### src/rtl/game_flow_controller_pkg.sv
// Shared definitions for the pong game-flow block: state codes, field widths
// and default tuning values used by the menu, renderer and flow controller.
package game_flow_controller_pkg;

    localparam int unsigned STATE_W              = 3;
    localparam int unsigned SCORE_W              = 4;
    localparam int unsigned SERVE_CNT_W          = 8;
    localparam int unsigned WIN_SCORE_DEFAULT    = 7;
    localparam int unsigned SERVE_FRAMES_DEFAULT = 120;

    typedef enum logic [STATE_W-1:0] {
        ST_IDLE  = 3'd0,
        ST_SERVE = 3'd1,
        ST_PLAY  = 3'd2,
        ST_PAUSE = 3'd3,
        ST_OVER  = 3'd4
    } state_t;

    // Per-game context carried alongside the state register
    typedef struct packed {
        logic [SERVE_CNT_W-1:0] serve_cnt;
        logic [SCORE_W-1:0]     score_left;
        logic [SCORE_W-1:0]     score_right;
        logic                   winner;
        state_t                 resume_state;
    } game_ctx_t;

    localparam game_ctx_t CTX_RESET = '{
        serve_cnt:    '0,
        score_left:   '0,
        score_right:  '0,
        winner:       1'b0,
        resume_state: ST_SERVE
    };

endpackage

### src/rtl/game_flow_controller_edge_detect.sv
// 1-bit rising-edge detector; prev resets high so a level held through
// reset never looks like a fresh press.
module game_flow_controller_edge_detect (
    input  logic clock,
    input  logic reset,
    input  logic sig,
    output logic rise_c
);

    logic prev_q;

    always_ff @(posedge clock) begin
        if (reset) begin
            prev_q <= 1'b1;
        end else begin
            prev_q <= sig;
        end
    end

    assign rise_c = sig & ~prev_q;

endmodule

### src/rtl/game_flow_controller.sv
// Pong game-flow FSM: menu, serve countdown, play, pause menu and game-over,
// with score keeping and registered control outputs.
module game_flow_controller
    import game_flow_controller_pkg::*;
#(
    parameter int unsigned WIN_SCORE    = WIN_SCORE_DEFAULT,
    parameter int unsigned SERVE_FRAMES = SERVE_FRAMES_DEFAULT
) (
    input  logic               clock,
    input  logic               reset,
    input  logic               frame_tick,
    input  logic               btn_select,
    input  logic               btn_pause,
    input  logic               pause_action,
    input  logic               point_left,
    input  logic               point_right,
    output logic [STATE_W-1:0] state,
    output logic               game_run,
    output logic               ball_reset,
    output logic               pause_menu_enable,
    output logic [SCORE_W-1:0] score_left,
    output logic [SCORE_W-1:0] score_right,
    output logic               winner
);

    localparam logic [SCORE_W-1:0]     WIN_VAL   = SCORE_W'(WIN_SCORE);
    localparam logic [SERVE_CNT_W-1:0] SERVE_VAL = SERVE_CNT_W'(SERVE_FRAMES);

    state_t    state_q, state_d;
    game_ctx_t ctx_q, ctx_d;
    logic      game_run_q, ball_reset_q, pause_menu_q;
    logic      game_run_d, ball_reset_d, pause_menu_d;
    logic      sel_rise_c, pause_rise_c;
    logic [SCORE_W-1:0] left_inc_c, right_inc_c;

    game_flow_controller_edge_detect u_sel_edge (
        .clock  (clock),
        .reset  (reset),
        .sig    (btn_select),
        .rise_c (sel_rise_c)
    );

    game_flow_controller_edge_detect u_pause_edge (
        .clock  (clock),
        .reset  (reset),
        .sig    (btn_pause),
        .rise_c (pause_rise_c)
    );

    // Saturating increments keep scores from ever passing the win value
    assign left_inc_c  = (ctx_q.score_left  < WIN_VAL) ? ctx_q.score_left  + SCORE_W'(1)
                                                        : ctx_q.score_left;
    assign right_inc_c = (ctx_q.score_right < WIN_VAL) ? ctx_q.score_right + SCORE_W'(1)
                                                        : ctx_q.score_right;

    always_ff @(posedge clock) begin
        if (reset) begin
            state_q      <= ST_IDLE;
            ctx_q        <= CTX_RESET;
            game_run_q   <= 1'b0;
            ball_reset_q <= 1'b0;
            pause_menu_q <= 1'b0;
        end else begin
            state_q      <= state_d;
            ctx_q        <= ctx_d;
            game_run_q   <= game_run_d;
            ball_reset_q <= ball_reset_d;
            pause_menu_q <= pause_menu_d;
        end
    end

    always_comb begin
        state_d = state_q;
        ctx_d   = ctx_q;
        case (state_q)
            ST_IDLE: begin
                if (sel_rise_c) begin
                    state_d           = ST_SERVE;
                    ctx_d.score_left  = '0;
                    ctx_d.score_right = '0;
                    ctx_d.winner      = 1'b0;
                    ctx_d.serve_cnt   = '0;
                end
            end
            ST_SERVE: begin
                if (pause_rise_c) begin
                    state_d            = ST_PAUSE;
                    ctx_d.resume_state = ST_SERVE;
                end else if (frame_tick) begin
                    ctx_d.serve_cnt = ctx_q.serve_cnt + SERVE_CNT_W'(1);
                    if (ctx_d.serve_cnt == SERVE_VAL) begin
                        state_d = ST_PLAY;
                    end
                end
            end
            ST_PLAY: begin
                // Left takes priority on a tie; any point beats a pause press
                if (point_left) begin
                    ctx_d.score_left = left_inc_c;
                    if (left_inc_c == WIN_VAL) begin
                        state_d      = ST_OVER;
                        ctx_d.winner = 1'b0;
                    end else begin
                        state_d         = ST_SERVE;
                        ctx_d.serve_cnt = '0;
                    end
                end else if (point_right) begin
                    ctx_d.score_right = right_inc_c;
                    if (right_inc_c == WIN_VAL) begin
                        state_d      = ST_OVER;
                        ctx_d.winner = 1'b1;
                    end else begin
                        state_d         = ST_SERVE;
                        ctx_d.serve_cnt = '0;
                    end
                end else if (pause_rise_c) begin
                    state_d            = ST_PAUSE;
                    ctx_d.resume_state = ST_PLAY;
                end
            end
            ST_PAUSE: begin
                if (sel_rise_c) begin
                    state_d = pause_action ? ST_IDLE : ctx_q.resume_state;
                end else if (pause_rise_c) begin
                    state_d = ctx_q.resume_state;
                end
            end
            ST_OVER: begin
                if (sel_rise_c) begin
                    state_d = ST_IDLE;
                end
            end
            default: begin
                state_d = ST_IDLE;
            end
        endcase
    end

    // Outputs follow the next state so they change on the same edge as state
    always_comb begin
        game_run_d   = 1'b0;
        pause_menu_d = 1'b0;
        ball_reset_d = 1'b0;
        game_run_d   = (state_d == ST_PLAY);
        pause_menu_d = (state_d == ST_PAUSE);
        ball_reset_d = (state_d == ST_SERVE) &&
                       ((state_q == ST_IDLE) || (state_q == ST_PLAY));
    end

    assign state             = state_q;
    assign game_run          = game_run_q;
    assign ball_reset        = ball_reset_q;
    assign pause_menu_enable = pause_menu_q;
    assign score_left        = ctx_q.score_left;
    assign score_right       = ctx_q.score_right;
    assign winner            = ctx_q.winner;

endmodule

### config.mk
export PLATFORM = sky130hd
export DESIGN_NAME = game_flow_controller
export DESIGN_NICKNAME = d
export VERILOG_FILES = /design/src/rtl/game_flow_controller_pkg.sv /design/src/rtl/game_flow_controller_edge_detect.sv /design/src/rtl/game_flow_controller.sv
export SDC_FILE = /design/constraint.sdc
export NUM_CORES = 1
export LEC_CHECK = 0
export CAP_MARGIN = 20
export CORE_ASPECT_RATIO = 0.5
export CORE_MARGIN = 1
export CORE_UTILIZATION = 54
export DETAILED_ROUTE_END_ITERATION = 16
export GPL_ROUTABILITY_DRIVEN = 1
export PLACE_DENSITY = 0.82
export SYNTH_ARGS = -nofsm -noshare
export SYNTH_HDL_FRONTEND = slang
export SYNTH_SLANG_ARGS = --single-unit
### constraint.sdc
create_clock -name clock -period 2.5 [get_ports clock]
set_clock_uncertainty 0.05 [all_clocks]
set_input_delay 0.5 -clock clock [delete_from_list [all_inputs] [get_ports clock]]
set_output_delay 0.5 -clock clock [all_outputs]
set_load 0.05 [all_outputs]
# After elaboration in Yosys (flattened, before gate mapping)
# Cells that the tools add are included.
# Widths: inputs -> output; s select.
[word_totals]
reg_bits = 28
out_inout_bits = 15
word_cells = 91
[classes]
add_sub_neg = 3
magnitude_cmp = 2
n_eq_ne = 24
n_mux = 36
bitwise_logic = 4
reduce_logical = 11
[ops]
columns = ["op", "n"]
rows = [
  ["$mux 3", 17],
  ["$mux 8", 6],
  ["$pmux 8 s3", 1],
  ["$ne 2x2->1 const B", 9],
  ["$pmux 9 s2", 1],
  ["$mux 17", 1],
  ["$mux 4", 4],
  ["$ne 3x3->1 const B", 5],
  ["$pmux 3 s5", 1],
  ["$eq 3x2->1 const B", 4],
  ["$reduce_and 5->1", 2],
  ["$add 4x1->4 const B", 2],
  ["$add 8x1->8 const B", 1],
  ["$eq 4x3->1 const B", 2],
  ["$eq 8x7->1 const B", 1],
  ["$lt 4x3->1 const B", 2],
  ["$reduce_and 7->1", 1],
  ["$eq 3x1->1 const B", 2],
  ["$pmux 3 s2", 1],
  ["$mux 5", 1],
  ["$reduce_and 4->1", 1],
  ["$reduce_bool 2->1", 2],
  ["$eq 3x3->1 const B", 1],
  ["$logic_not 3->1", 1],
  ["other kinds (7)", 11],
]

# Depth between registers and ports, before layout
[depth]
word_depth = 9
ltp_mapped = 7

# By module
# A second synthesis with hierarchy kept.
[hier_totals]
hier_cells = 196
hier_area_um2 = 1605.3
[modules_own_cells]
columns = ["mod", "n_inst", "cells_per_inst", "area_each_um2"]
rows = [
  ["game_flow_controller", 1, 190, 1540.2],
  ["game_flow_controller_edge_detect", 2, 3, 32.5],
]

# Worst setup path before layout
# Ideal clock, no wire load.
[synth_timing]
path_kind = "reg2reg"
from = "register state_q[1], in the netlist state[1]"
to = "register ctx_q[17] (netlist name)"
arrival_time_ns = 1.880
required_ns = 2.362
setup_slack_ns = 0.481
stages_incl_launch_ff = 8
n_path_buf = 2
period_less_slack_ns = 2.019
cell_sequence = "dfxtp_1 -> buf_4 -> nor3b_2 -> nand3_1 -> nor2_1 -> and4b_1 -> buf_2 -> a311oi_2"
[synth_via]
elab_chain_len = 3
elab_cells_between_ends = 12
classes_between = "eq/ne (8); mux (1); reduce/logical (3)"
[synth_lines]
columns = ["element", "line_no", "text"]
rows = [
  ["start, declared", "game_flow_controller.sv:29", "state_t state_q, state_d;"],
  ["start signal, assigned", "game_flow_controller.sv:64", "state_q <= state_d;"],
  ["$eq 3x2->1, or another cell as far along", "game_flow_controller.sv:75", "case (state_q)"],
  ["$ne 3x3->1 (no line), or another cell as far along", "--", ""],
  ["$reduce_and 7->1 (no line)", "--", ""],
  ["end signal, assigned", "game_flow_controller.sv:65", "ctx_q <= ctx_d;"],
  ["end, declared", "game_flow_controller.sv:30", "game_ctx_t ctx_q, ctx_d;"],
]
# Parallel ways exist; a longest one is shown, timed or not.
# A chain may end at the register's enable or synchronous reset.

# Worst setup path after layout
[layout_timing]
from = "register state_q[2], in the netlist state[2]"
to = "output state[2]"
[layout_rtl]
columns = ["element", "line_no", "text"]
rows = [
  ["end, declared", "game_flow_controller.sv:17", "output logic [STATE_W-1:0] state,"],
]
# No word-level cell between the ends.

==> impl.org <==
** Routing
- Count of antenna-violating nets left after detailed routing :: 0
- Number of design rule violations left after detail routing :: 0
- Post-Route WL :: 3620 um
- After detailed routing, the average wire length per cell comes to between 10 and 15 um.
- The first detailed-routing pass took 4 iterations.
- Dividing the detail-routed via count by the number of cells gives 6.02.
- The final route contains around 1,500 vias.
- In this run, the number of DRC markers left after iteration 0 of detailed routing was 98.

** Yosys
- After synthesis, the share of flip-flops with an asynchronous set or reset is 0.
- Dividing the synthesized area by the synthesized cell count gives 8.04 um2.
- Ys Warns :: 0
- Share of the yosys chip area belonging to registers :: 0.336
- Number of flops mapped to enable cells by yosys :: 0
- By instance count, the leading cell after synthesis is sky130_fd_sc_hd__dfxtp_1.
- Most area-consuming cells after synthesis :: sky130_fd_sc_hd__dfxtp_1 (34%), sky130_fd_sc_hd__nand2b_1 (5.1%), sky130_fd_sc_hd__a21oi_1 (4.7%)
- Summed over all instances, the cell type with the most area after synthesis is sky130_fd_sc_hd__dfxtp_1.
- Synthesized instance count :: 200
- When the netlist entered floorplanning its net count stood at 211.
- #FFs+latches synth :: 27
- Area of the mapped netlist :: 1610 um2
- Of the post-synthesis cell area, the dominant cell type holds 0.336.
- The synthesized netlist contains 53 unique library cells.
- In the synthesized netlist the dominant register cell turns out to be sky130_fd_sc_hd__dfxtp_1.
- Top post-synthesis cells by count :: sky130_fd_sc_hd__dfxtp_1 (27), sky130_fd_sc_hd__nor2_1 (19), sky130_fd_sc_hd__a21oi_1 (15), sky130_fd_sc_hd__nand2_1 (15), sky130_fd_sc_hd__nand2b_1 (13)

** Worst setup path
- STA classifies the critical path endpoint as a primary output.
- Type of origin of the critical path :: register
- Delay of the slowest cell on the worst path :: 890 ps
- The cell family contributing the most delay on the critical path is buffers and inverters.
- Critical path type :: register to primary output
- Highest fanout seen on the critical path :: 14
- Count of buffer and inverter cells on the critical path :: 1
- In this run the critical register-to-register path is launched from score_left[0].
- Number of cell instances on the worst register-to-register path :: 6
- The slowest stage of the critical path belongs to the cell sky130_fd_sc_hd__clkdlybuf4s50_1.
- The critical path starts at state[2].
- CP required :: slightly below 2000 ps
- Cells along the critical path :: clkdlybuf4s50_1
- Cell count along the critical path :: 1
- Data arrives at the worst endpoint at 1790 ps.

** Timing
- Post-route setup TNS :: 0 ps
- Static timing analysis puts the maximum clock frequency at 427 MHz.
- Subtracting the final worst setup slack from the clock period gives roughly 2300 ps.
- Setup violations remaining at the end of the flow were counted as 0.
- Setup repair after global routing missed its margin :: false
- The number of max-slew violations in the final report was 0.
- Number of endpoints with negative hold slack in the final report :: 0
- Relative slew slack :: 0.662
- Period utilization :: 0.936
- Worst Tran Pin Value :: 505 ps

** Worst hold path
- Tightest Hold Check Type :: register to register
- Along the worst hold path, the cell count comes to 2.
- The worst hold path begins at ctx_q[1].

** Clocking
- In this run, post-CTS hold repair placed 0 buffers.
- CTS built an H-tree with a depth of 1.
- The clock drives 27 sinks.
- Post-CTS clock slew at the launch and capture registers of the worst setup and hold paths :: approximately 100 ps
- Number of buffers on the longest clock path :: 2
- CTS root buf :: sky130_fd_sc_hd__clkbuf_8
- Clock latency on the worst-skew pair, taken at its later pin, is ~280 ps.
- Once the clock tree was built, the setup fixing pass inserted 0 buffers.
- TritonCTS created 3 clock buffers.
- TritonCTS built the clock tree.
- Number of resized instances in the post-cts repair step :: 0

** Global route
- The initial antenna violation count came to 0.
- Entering global routing, the biggest net connects 16 pins.
- Across every metal layer, demand over resource in global routing totals 0.249.
- The first global-routing pass estimated between 5000 and 6000 um of wire.
- Summed over all layers, the global routing overflow is 0.
- Vias in the first global route :: approximately 1,200

** Floorplanning
- Starting density of the core :: 0.595
- After floorplanning, the core was sized to cover 2700 um2.
- The die is just under 80 um wide.
- Die Y :: 40.6 um
- 23 I/O pins were placed.
- Area of the die :: 3210 um2
- The floorplan has 13 rows.

** Job
- Across the run, the number of max-cap violations was 0.

** Placed design
- # placed instances :: about 250
- Placer congestion estimate :: 0.840
- DP HPWL :: 2650 um
- Quantity of I/O buffers inserted on ports :: 22

** Power and ir drop
- Worst vdd ir :: 0.285 mV
- Dividing total power by cell area gives a power density of 418 nW/um2.
- Leakage power total :: 0.634 nW

** Final layout
- Total Nets Final :: 228
- Area grow syn2layout :: 16.3%
- ANT cells :: 0
- Post-route non-filler standard cell count :: 253
- In the final layout, the share of cells above drive strength 1 is 0.0787.

** Status
- Run status :: complete, no violations
[per-layer routing]
layer  global-route usage  part of all wire  routed length [um]  vias up
met1                0.332              0.49                1760      686
met3               0.0682             0.081                 293        6
li1                     -                 -                   -      759
met5                    0                 0                   0        -
met2                0.403              0.43                1540       72
met4               0.0682            0.0058                  21        0
[logic make-up after synthesis]
| family | after synthesis | share of synthesized area |
|---|---|---|
| flip-flops | 27 | 0.336 |
| AND/OR/NAND/NOR | 93 | 0.319 |
| buffers and inverters | 20 | 0.0693 |
| AO/OA/AOI/OAI | 52 | 0.223 |
| adder cells (fa/ha/maj) | 3 | 0.0233 |
| XOR/XNOR | 2 | 0.0109 |
| multiplexers | 3 | 0.0187 |
[worst paths after layout]
path	endpoint	slack, ps
worst max-delay path	state[2]	160
worst min-delay path	ctx_q[1]	430
worst max register to register	game_run	350
worst min register to register	ctx_q[1]	430
[flip-flops by register name, summed over array words and instances (netlist names)]
signal and cells:
ctx_q 10, score_left 4, score_right 4, state 3, ball_reset 1, game_run 1
pause_menu_enable 1, u_pause_edge.prev_q 1, u_sel_edge.prev_q 1, winner 1
[power by group]
| group | total [mW] | switching, mW | internal, mW |
|---|---|---|---|
| Sequential | 0.439 | 0.00523 | 0.434 |
| Combinational | 0.0863 | 0.0500 | 0.0363 |
| Clock | 0.256 | 0.144 | 0.112 |
| Total | 0.782 | 0.200 | 0.583 |
[placed cells by master (no fill, tap or decap), drive strengths merged, types with 6 or more instances in the layout]
master	netlist	layout
dfxtp	27	27
clkdlybuf4s50	0	22
nor2	19	19
nand2	15	15
a21oi	15	15
nand2b	13	13
nand3	9	9
nor3	9	9
o21ai	7	7
buf	12	6
[final cells by class]
class / count / area (um2)
Inverter: 4 / 15.0
Timing Repair Buffer: 28 / 265
Clock buffer: 3 / 41.3
Sequential cell: 27 / 541
Fill cell: 245 / 831
Multi-Input combinational cell: 153 / 956
Clock inverter: 1 / 5.00
Tap cell: 37 / 46.3
[stage by stage]
stage	cell area (um2)	util	setup slack [ps]	hold WS, ps	total power, mW
4_1_cts	1870	0.692	161	435	0.787
6_report	1870	0.692	160	426	0.782
5_1_grt	1870	0.692	87.5	469	0.818
3_3_place_gp	1820	0.675	264	403	0.533
2_1_floorplan	1610	-	481	392	0.500
3_5_place_dp	1820	0.675	181	421	0.534
(Power assumes the default switching activity.)
